$ cat config.mk
export PLATFORM = sky130hd
export DESIGN_NAME = collision_predict
export DESIGN_NICKNAME = d
export VERILOG_FILES = /design/src/rtl/collision_predict.sv
export SDC_FILE = /design/constraint.sdc
export NUM_CORES = 2
export LEC_CHECK = 0
export ABC_AREA = 0
export BUFFER_PORTS_ARGS = -buffer_cell sky130_fd_sc_hd__buf_2
export CAP_MARGIN = 40
export CORE_MARGIN = 2
export CORE_UTILIZATION = 51
export DETAILED_ROUTE_END_ITERATION = 12
export PLACE_DENSITY = 0.69
export SETUP_SLACK_MARGIN = 0.4
export SKIP_LAST_GASP = 1
export SLEW_MARGIN = 15
export SYNTH_ARGS = -nofsm -noshare
export SYNTH_HDL_FRONTEND = slang
export SYNTH_SLANG_ARGS = --single-unit
$ cat constraint.sdc
create_clock -name clk -period 26.3 [get_ports clk]
set_clock_uncertainty 0.2 [all_clocks]
set_input_delay 0 -clock clk [delete_from_list [all_inputs] [get_ports clk]]
set_output_delay 0 -clock clk [all_outputs]
set_load 0.05 [all_outputs]
$ cat src/rtl/collision_predict.sv
// Two-bot collision predictor: integrates both positions over a fixed horizon and reports
// the first step where separation drops below SAFE_DIST, plus the minimum squared separation.
module collision_predict #(
  parameter int unsigned STEPS     = 8,
  parameter int unsigned DT_SHIFT  = 3,
  parameter logic [15:0] SAFE_DIST = 16'h0400
) (
  input  logic        clk,
  input  logic        rst_n,
  input  logic [15:0] x1_bin,
  input  logic [15:0] y1_bin,
  input  logic [15:0] vx1_bin,
  input  logic [15:0] vy1_bin,
  input  logic [15:0] x2_bin,
  input  logic [15:0] y2_bin,
  input  logic [15:0] vx2_bin,
  input  logic [15:0] vy2_bin,
  input  logic        read_done,
  output logic        busy,
  output logic        result_valid,
  output logic        collision,
  output logic [3:0]  hit_step,
  output logic [31:0] min_dist_sq,
  output logic        overrun
);

  localparam logic [1:0] StIdle = 2'd0;
  localparam logic [1:0] StRun  = 2'd1;
  localparam logic [1:0] StDone = 2'd2;

  localparam logic [31:0] SafeSq = 32'(SAFE_DIST) * 32'(SAFE_DIST);

  logic [1:0]  state_q, state_d;
  logic        read_done_q;
  logic        rd_edge;

  logic [15:0] p1x_q, p1y_q, v1x_q, v1y_q;
  logic [15:0] p2x_q, p2y_q, v2x_q, v2y_q;
  logic [3:0]  step_q;
  logic [31:0] min_q;
  logic        hit_q;
  logic [3:0]  hit_step_q;

  logic signed [16:0] dx, dy;
  logic signed [33:0] dx_sq, dy_sq;
  logic [34:0]        d2_wide;
  logic [31:0]        d2;
  logic [31:0]        min_next;
  logic               new_hit;
  logic               hit_next;
  logic [3:0]         hit_step_next;
  logic               last_step;

  // p + (v >>> DT_SHIFT), clamped to the signed 16-bit range instead of wrapping.
  function automatic logic [15:0] sat_add(input logic [15:0] p, input logic [15:0] v);
    logic signed [16:0] pe;
    logic signed [16:0] ve;
    logic signed [16:0] s;
    pe = $signed({p[15], p});
    ve = $signed({v[15], v}) >>> DT_SHIFT;
    s  = pe + ve;
    if (s[16] != s[15]) begin
      sat_add = s[16] ? 16'h8000 : 16'h7FFF;
    end else begin
      sat_add = s[15:0];
    end
  endfunction

  assign rd_edge = read_done & ~read_done_q;
  assign busy    = (state_q != StIdle);

  always_comb begin
    dx            = $signed({p1x_q[15], p1x_q}) - $signed({p2x_q[15], p2x_q});
    dy            = $signed({p1y_q[15], p1y_q}) - $signed({p2y_q[15], p2y_q});
    dx_sq         = dx * dx;
    dy_sq         = dy * dy;
    d2_wide       = {1'b0, dx_sq} + {1'b0, dy_sq};
    d2            = (|d2_wide[34:32]) ? 32'hFFFF_FFFF : d2_wide[31:0];
    min_next      = (d2 < min_q) ? d2 : min_q;
    // Strict compare: a separation exactly at the threshold is not a collision.
    new_hit       = (d2 < SafeSq) && !hit_q;
    hit_next      = hit_q | new_hit;
    hit_step_next = new_hit ? step_q : hit_step_q;
    last_step     = (step_q == 4'(STEPS));
  end

  always_comb begin
    state_d = state_q;
    unique case (state_q)
      StIdle:  if (rd_edge) state_d = StRun;
      StRun:   if (last_step) state_d = StDone;
      StDone:  state_d = StIdle;
      default: state_d = StIdle;
    endcase
  end

  always_ff @(posedge clk or negedge rst_n) begin
    if (!rst_n) begin
      state_q      <= StIdle;
      read_done_q  <= 1'b0;
      overrun      <= 1'b0;
      result_valid <= 1'b0;
      collision    <= 1'b0;
      hit_step     <= 4'd0;
      min_dist_sq  <= 32'hFFFF_FFFF;
      p1x_q        <= 16'h0000;
      p1y_q        <= 16'h0000;
      v1x_q        <= 16'h0000;
      v1y_q        <= 16'h0000;
      p2x_q        <= 16'h0000;
      p2y_q        <= 16'h0000;
      v2x_q        <= 16'h0000;
      v2y_q        <= 16'h0000;
      step_q       <= 4'd0;
      min_q        <= 32'hFFFF_FFFF;
      hit_q        <= 1'b0;
      hit_step_q   <= 4'd0;
    end else begin
      state_q      <= state_d;
      read_done_q  <= read_done;
      overrun      <= rd_edge && (state_q != StIdle);
      result_valid <= (state_q == StRun) && last_step;

      if ((state_q == StIdle) && rd_edge) begin
        p1x_q      <= x1_bin;
        p1y_q      <= y1_bin;
        v1x_q      <= vx1_bin;
        v1y_q      <= vy1_bin;
        p2x_q      <= x2_bin;
        p2y_q      <= y2_bin;
        v2x_q      <= vx2_bin;
        v2y_q      <= vy2_bin;
        step_q     <= 4'd0;
        min_q      <= 32'hFFFF_FFFF;
        hit_q      <= 1'b0;
        hit_step_q <= 4'd0;
      end else if (state_q == StRun) begin
        step_q     <= step_q + 4'd1;
        min_q      <= min_next;
        hit_q      <= hit_next;
        hit_step_q <= hit_step_next;
        p1x_q      <= sat_add(p1x_q, v1x_q);
        p1y_q      <= sat_add(p1y_q, v1y_q);
        p2x_q      <= sat_add(p2x_q, v2x_q);
        p2y_q      <= sat_add(p2y_q, v2y_q);
        // Final step's values go straight to the outputs so they are valid during DONE.
        if (last_step) begin
          collision   <= hit_next;
          hit_step    <= hit_step_next;
          min_dist_sq <= min_next;
        end
      end
    end
  end

endmodule
# ---- After elaboration in Yosys (flattened, before gate mapping)
# Cells that the tools add are included.
dict set report classes {
  addsub 8
  mul 2
  order_cmp 2
  eq_ne 8
  mux 30
  bitwise 4
  n_reduce_logical 11
}
# operator count
set ops {}
lappend ops {{16-bit 2-to-1 mux} 16}
lappend ops {{32-bit 2-to-1 mux} 4}
lappend ops {{16-bit by 13-bit adder with 17-bit output} 4}
lappend ops {{17-bit by 17-bit multiplier with 34-bit output} 2}
lappend ops {{34-bit by 34-bit adder with 35-bit output} 1}
lappend ops {{16-bit by 16-bit subtractor with 17-bit output} 2}
lappend ops {{32-bit by 21-bit < comparator with 1-bit output, second input constant} 1}
lappend ops {{32-bit < comparator} 1}
lappend ops {{4-bit 2-to-1 mux} 5}
lappend ops {{4-bit by 1-bit adder with 4-bit output, second input constant} 1}
lappend ops {{4-bit == test, second input constant} 1}
lappend ops {{1-bit logical AND} 4}
lappend ops {{2-bit 2-to-1 mux} 2}
lappend ops {{1-bit != test} 4}
lappend ops {{2-bit != test, second input constant} 2}
lappend ops {{2-bit one-hot mux with 2 select lines} 1}
lappend ops {{2-bit nonzero test} 2}
lappend ops {{3-bit AND reduction} 1}
lappend ops {{3-bit OR reduction} 1}
lappend ops {{2-bit by 1-bit == test with 1-bit output, second input constant} 1}
lappend ops {{2-bit logical NOT} 1}
lappend ops {{1-bit 2-to-1 mux} 2}
lappend ops {{1-bit NOT} 2}
lappend ops {{2-bit AND reduction} 1}
lappend ops {{other kinds (3)} 3}
dict set report word_totals {
  ff_bits 211
  in_bits 131
  out_inout_bits 40
  wordCells 84
}

# ---- Depth between registers and ports, before layout
dict set report depth {
  ltp_word 10
  mapped_depth 62
  depth_no_buf 58
}

# ---- Worst setup path before layout
# Ideal clock, no wire load.
dict set report synth_timing {
  path_kind {reg2reg}
  start {register p1x_q[0]}
  end {register min_dist_sq[10]}
  setup_time_ns 0.085
  arrival_ns 12.962
  t_required_ns 26.015
  slack_ns 13.053
  stages_incl_launch_ff 61
  n_path_buf 4
  period_less_slack_ns 13.247
  path_cell_list {dfrtp_1 > inv_1 > ha_1 > fa_1 > nor2b_1 > o21ai_0 > a21boi_1 > o21ai_0 > a21boi_1 > o2111ai_1 > nand3_1 > nand2_1 > xor2_1 > inv_1 > clkbuf_1 > nand2_1 > fa_1 > fa_1 > [... 25 more ...] > or3_4 > a211oi_4 > nand2_1 > clkbuf_1 > nor2_1 > inv_1 > ha_1 > a21o_1 > a21o_1 > a21o_1 > a211oi_1 > o21bai_1 > a221o_1 > a211oi_2 > nand4_1 > clkbuf_1 > o21ai_0 > o21ai_0}
}
dict set report synth_between {
  elab_chain_cells 7
}
# element line_no
set synth_lines {}
lappend synth_lines {{from (decl)} 37} ;# logic [15:0] p1x_q, p1y_q, v1x_q, v1y_q;
lappend synth_lines {{from (signal assigned)} 125} ;# p1x_q <= x1_bin;
lappend synth_lines {{from (signal assigned)} 142} ;# p1x_q <= sat_add(p1x_q, v1x_q);
lappend synth_lines {{16-bit by 16-bit subtractor with 17-bit output *} 73} ;# dx = $signed({p1x_q[15], p1x_q}) - $signed({p2x_q[15], p2x_q});
lappend synth_lines {{17-bit by 17-bit multiplier with 34-bit output *} 75} ;# dx_sq = dx * dx;
lappend synth_lines {{34-bit by 34-bit adder with 35-bit output *} 77} ;# d2_wide = {1'b0, dx_sq} + {1'b0, dy_sq};
lappend synth_lines {{3-bit OR reduction} 78} ;# d2 = (|d2_wide[34:32]) ? 32'hFFFF_FFFF : d2_wide[31:0];
lappend synth_lines {{32-bit 2-to-1 mux *} 78}
lappend synth_lines {{32-bit < comparator} 79} ;# min_next = (d2 < min_q) ? d2 : min_q;
lappend synth_lines {{32-bit 2-to-1 mux *} 79}
lappend synth_lines {{to (signal assigned)} 150} ;# min_dist_sq <= min_next;
lappend synth_lines {{to (decl)} 23} ;# output logic [31:0] min_dist_sq,
# Mark *: on every way between the ends. The rest lies on a longest branch, timed or not.
# A chain may end at the register's enable or synchronous reset.

# ---- Worst setup path after layout
dict set report layout_timing {
  start {register p2x_q[0]}
  end {register min_q[3]}
}
dict set report layout_between {
  elab_chain_cells 9
}
# element line_no
set layout_lines {}
lappend layout_lines {{from (decl)} 38} ;# logic [15:0] p2x_q, p2y_q, v2x_q, v2y_q;
lappend layout_lines {{from (signal assigned)} 129} ;# p2x_q <= x2_bin;
lappend layout_lines {{from (signal assigned)} 144} ;# p2x_q <= sat_add(p2x_q, v2x_q);
lappend layout_lines {{16-bit by 16-bit subtractor with 17-bit output *} 73}
lappend layout_lines {{17-bit by 17-bit multiplier with 34-bit output *} 75}
lappend layout_lines {{34-bit by 34-bit adder with 35-bit output *} 77}
lappend layout_lines {{3-bit OR reduction} 78}
lappend layout_lines {{32-bit 2-to-1 mux *} 78}
lappend layout_lines {{32-bit < comparator} 79}
lappend layout_lines {{32-bit 2-to-1 mux *} 79}
lappend layout_lines {{32-bit 2-to-1 mux *} 137} ;# end else if (state_q == StRun) begin
lappend layout_lines {{32-bit 2-to-1 mux *} 124} ;# if ((state_q == StIdle) && rd_edge) begin
lappend layout_lines {{to (signal assigned)} 139} ;# min_q <= min_next;
lappend layout_lines {{to (decl)} 40} ;# logic [31:0] min_q;
# Mark *: on every way between the ends. The rest lies on a longest branch, timed or not. The select of a mux whose other input is x is not followed.

==> results.yml <==
critical_path:
  crit_slowest_cell: "and3_1"
  crit_type: "reg -> reg"
  required_ns: 26.51
  worstSetupStartpointType: "flop"
  cp_max_fo: 34
  crit_arrival_ns: 16.78
  critPathCaptureType: "flop"
  crit_top_cell: "fa_1"
  reg2reg_depth: 55
  cpPeakStageDelay_ns: 0.69
floorplanning:
  core_area_sq_um: 68800
  initial_core_util_pct: 51.6
  dieArea_sq_um: 71800
  die_w_microns: 268
  chipHeight_microns: 268
  rows: 96
  ios: 171
timing:
  fmax_mhz: 60.3
  fin_crit_sh_pct: 63.0
  finalSetupViolCount: 0
  rsz0062_at_grt: "false"
  fin_setup_tns_ns: 0
  min_period_ns: 16.57
  relSlewSlack_pct: 33.0
  report.final.slew_viol_count: 0
  hold_viol: 22
  worst_hold_slack_ns: -0.0204
  worst_pin_slew_ns: 1.00
outcome:
  status: "complete, but fails checks"
  violations: "negative hold slack"
synthesis:
  netlist_instances: 4167
  yosys_register_bits: 199
  synth_ff_type: "dfrtp_1"
  synth_top_cell_area_share_pct: 30.9
  ys.warnings.count: 0
  synth_async_sr_flop_share_pct: 100
  synthTopCellsByArea: "fa_1 31%, ha_1 11%, dfrtp_1 9.5%"
  yosysSeqAreaShare_pct: 14.2
  synth_common_cells: "808 x inv_1, 549 x fa_1, 447 x nand2_1"
  synth.most_common_cell: "inv_1"
  synth_fp_nets: 5169
  syn_area_sq_um: 35500
  synth_cell_types: 82
  synth-edff-count: 0
  yosysTopAreaCell: "fa_1"
  avgSynthCellArea_sq_um: 8.53
detailed_routing:
  ant_nets: 0
  drt-total-wl_microns: 93100
  drt_iter0_drc: 1751
  drtPass1Iterations: 7
  drc: 0
  vias: 29200
  wl_per_cell_microns: 17.5
  viasPerCell: 5.50
cts:
  cts_tree: "done"
  clock_latency_ns: 0.50
  clk_path_buf_depth: 2
  cts_setup_buffers: 0
  clock-root-buffer: "clkbuf_16"
  cts-htree-levels: 4
  cts_buffers: 17
  clk_pin_slew_ns: 0.09
  cts_num_sinks: 199
global_route:
  grt_pass1_vias: 29900
  grt_max_degree: 131
  antenna_found_initial: 1
  grt_overflow: 0
  grt_pass1_wl_microns: 154000
  grt.total_usage_pct: 27.1
place:
  hpwl_microns: 72000
  gp_congestion: 0.886
  io_buffers: 158
flow_run:
  drv_cap: 0
final_layout:
  antenna_cells: 0
  layout.nets: 5361
  area_growth_pct: 10.2
  fillCellCount: 6154
  drive_above_1_share_pct: 8.12
min_path:
  hold_path_class: "in -> async"
stage by stage:
step / util [%] / cell area [sq um] / hold slack [ns] / instances / setup slack, ns
6_report: 56.9 / 39200 / -0.0204 / 5303 / 9.73
5_1_grt: 56.9 / 39200 / 0.0420 / 5303 / 9.01
4_1_cts: 56.9 / 39200 / 0.00565 / 5303 / 10.10
3_5_place_dp: 54.3 / 37300 / -0.0716 / 5150 / 10.14
3_3_place_gp: 54.2 / 37300 / -0.0726 / 5147 / 10.26
2_1_floorplan: - / 35500 / -0.496 / 4167 / 13.05
layout by cell type, fill, tap and decap left out, types with 8 or more instances in the layout:
master	Yosys	layout
a211oi_1	27	26
dfstp_2	64	64
nand2b_1	45	45
o21bai_1	12	12
dfrtp_1	135	135
o31ai_1	13	13
mux2i_1	35	35
o211ai_1	22	22
nand4_1	19	19
clkbuf_16	0	17
dlygate4sd3_1	0	121
o21a_1	31	31
a31oi_1	17	17
xor2_1	40	40
xnor2_1	112	111
nor2b_1	24	23
nor3_1	48	48
ha_1	322	322
and2_1	14	14
nand3_1	74	74
buf_2	6	157
or3_1	38	37
a21o_1	90	90
a21oi_1	243	243
nand2_1	447	446
o22ai_1	12	12
a211o_1	10	10
a22oi_1	8	8
and3_1	31	31
nor4_1	12	12
o21ai_0	244	243
or2_2	19	19
nor2_1	318	316
buf_4	0	48
fa_1	549	549
inv_1	808	808
a21boi_0	11	11
final timing paths:
path | to | start | slack (ns)
min in group clk | v1y_q[13] | vy1_bin[13] | 0.03
max in group asynchronous | min_dist_sq[31] | rst_n | 24.56
worst min-delay path | v1y_q[14] | rst_n | -0.02
worst max register to register | min_q[3] | p2x_q[0] | 9.73
worst max-delay path | min_q[3] | p2x_q[0] | 9.73
worst min register to register | min_dist_sq[12] | min_dist_sq[12] | 0.28
worst max-delay path: cells and delay by family (launching register included):
| kind | cells | cell delay [ns] |
|---|---|---|
| xor gates and xnor gates | 1 | 0.09 |
| DFF | 1 | 0.43 |
| muxes | 1 | 0.50 |
| AOI/OAI and AO/OA | 21 | 4.78 |
| and+or+nand+nor | 14 | 4.06 |
| buffers and inverters | 7 | 1.58 |
| adders and majority gates | 11 | 4.77 |
cell families (layout without fill, tap and decap cells):
group           after synthesis  in the layout  share of synthesized area (%)
compound gates              823            823                           14.3
mux                          38             38                           1.08
flops                       199            199                           14.2
fa+ha+maj                   871            871                           42.3
buf+inv                     969           1174                           10.4
simple gates               1115           1115                           14.0
xor+xnor                    152            152                           3.75
layer usage:
metal | GRT usage (%) | wire length, microns | part of all wire, %
met1 | 36.7 | 39900 | 43
met2 | 45.5 | 44800 | 48
met3 | 3.99 | 5940 | 6.4
met4 | 7.61 | 2440 | 2.6
met5 | 0 | 11 | 0.012
final cells by class:
class / instances / area, sq um / share of cell area [%]
Clock buffer: 17 / 425 / 1.09
Clock inverter: 15 / 181 / 0.463
Inverter: 813 / 3050 / 7.79
Multi-Input combinational cell: 2999 / 26800 / 68.6
Sequential cell: 199 / 5060 / 12.9
Tap cell: 931 / 1160 / 2.97
Timing Repair Buffer: 329 / 2430 / 6.20
state kept, by name, indices dropped and copies added, names as in the netlist, 13 cells and up:
register	cells
min_dist_sq	32
min_q	32
p1x_q	16
p1y_q	16
p2x_q	16
p2y_q	16
v1x_q	13
v1y_q	13
v2x_q	13
v2y_q	13
what timing repair did:
item / in CTS / in global routing
resized for setup: 0 / 0
endpoints found under the hold margin: 247 / 0
endpoints found under the setup margin: 0 / 0
hold buffers: 121 / 0
Power is not shown: default switching activity piles up to over one toggle a cycle in this logic, so the estimate is an artifact.
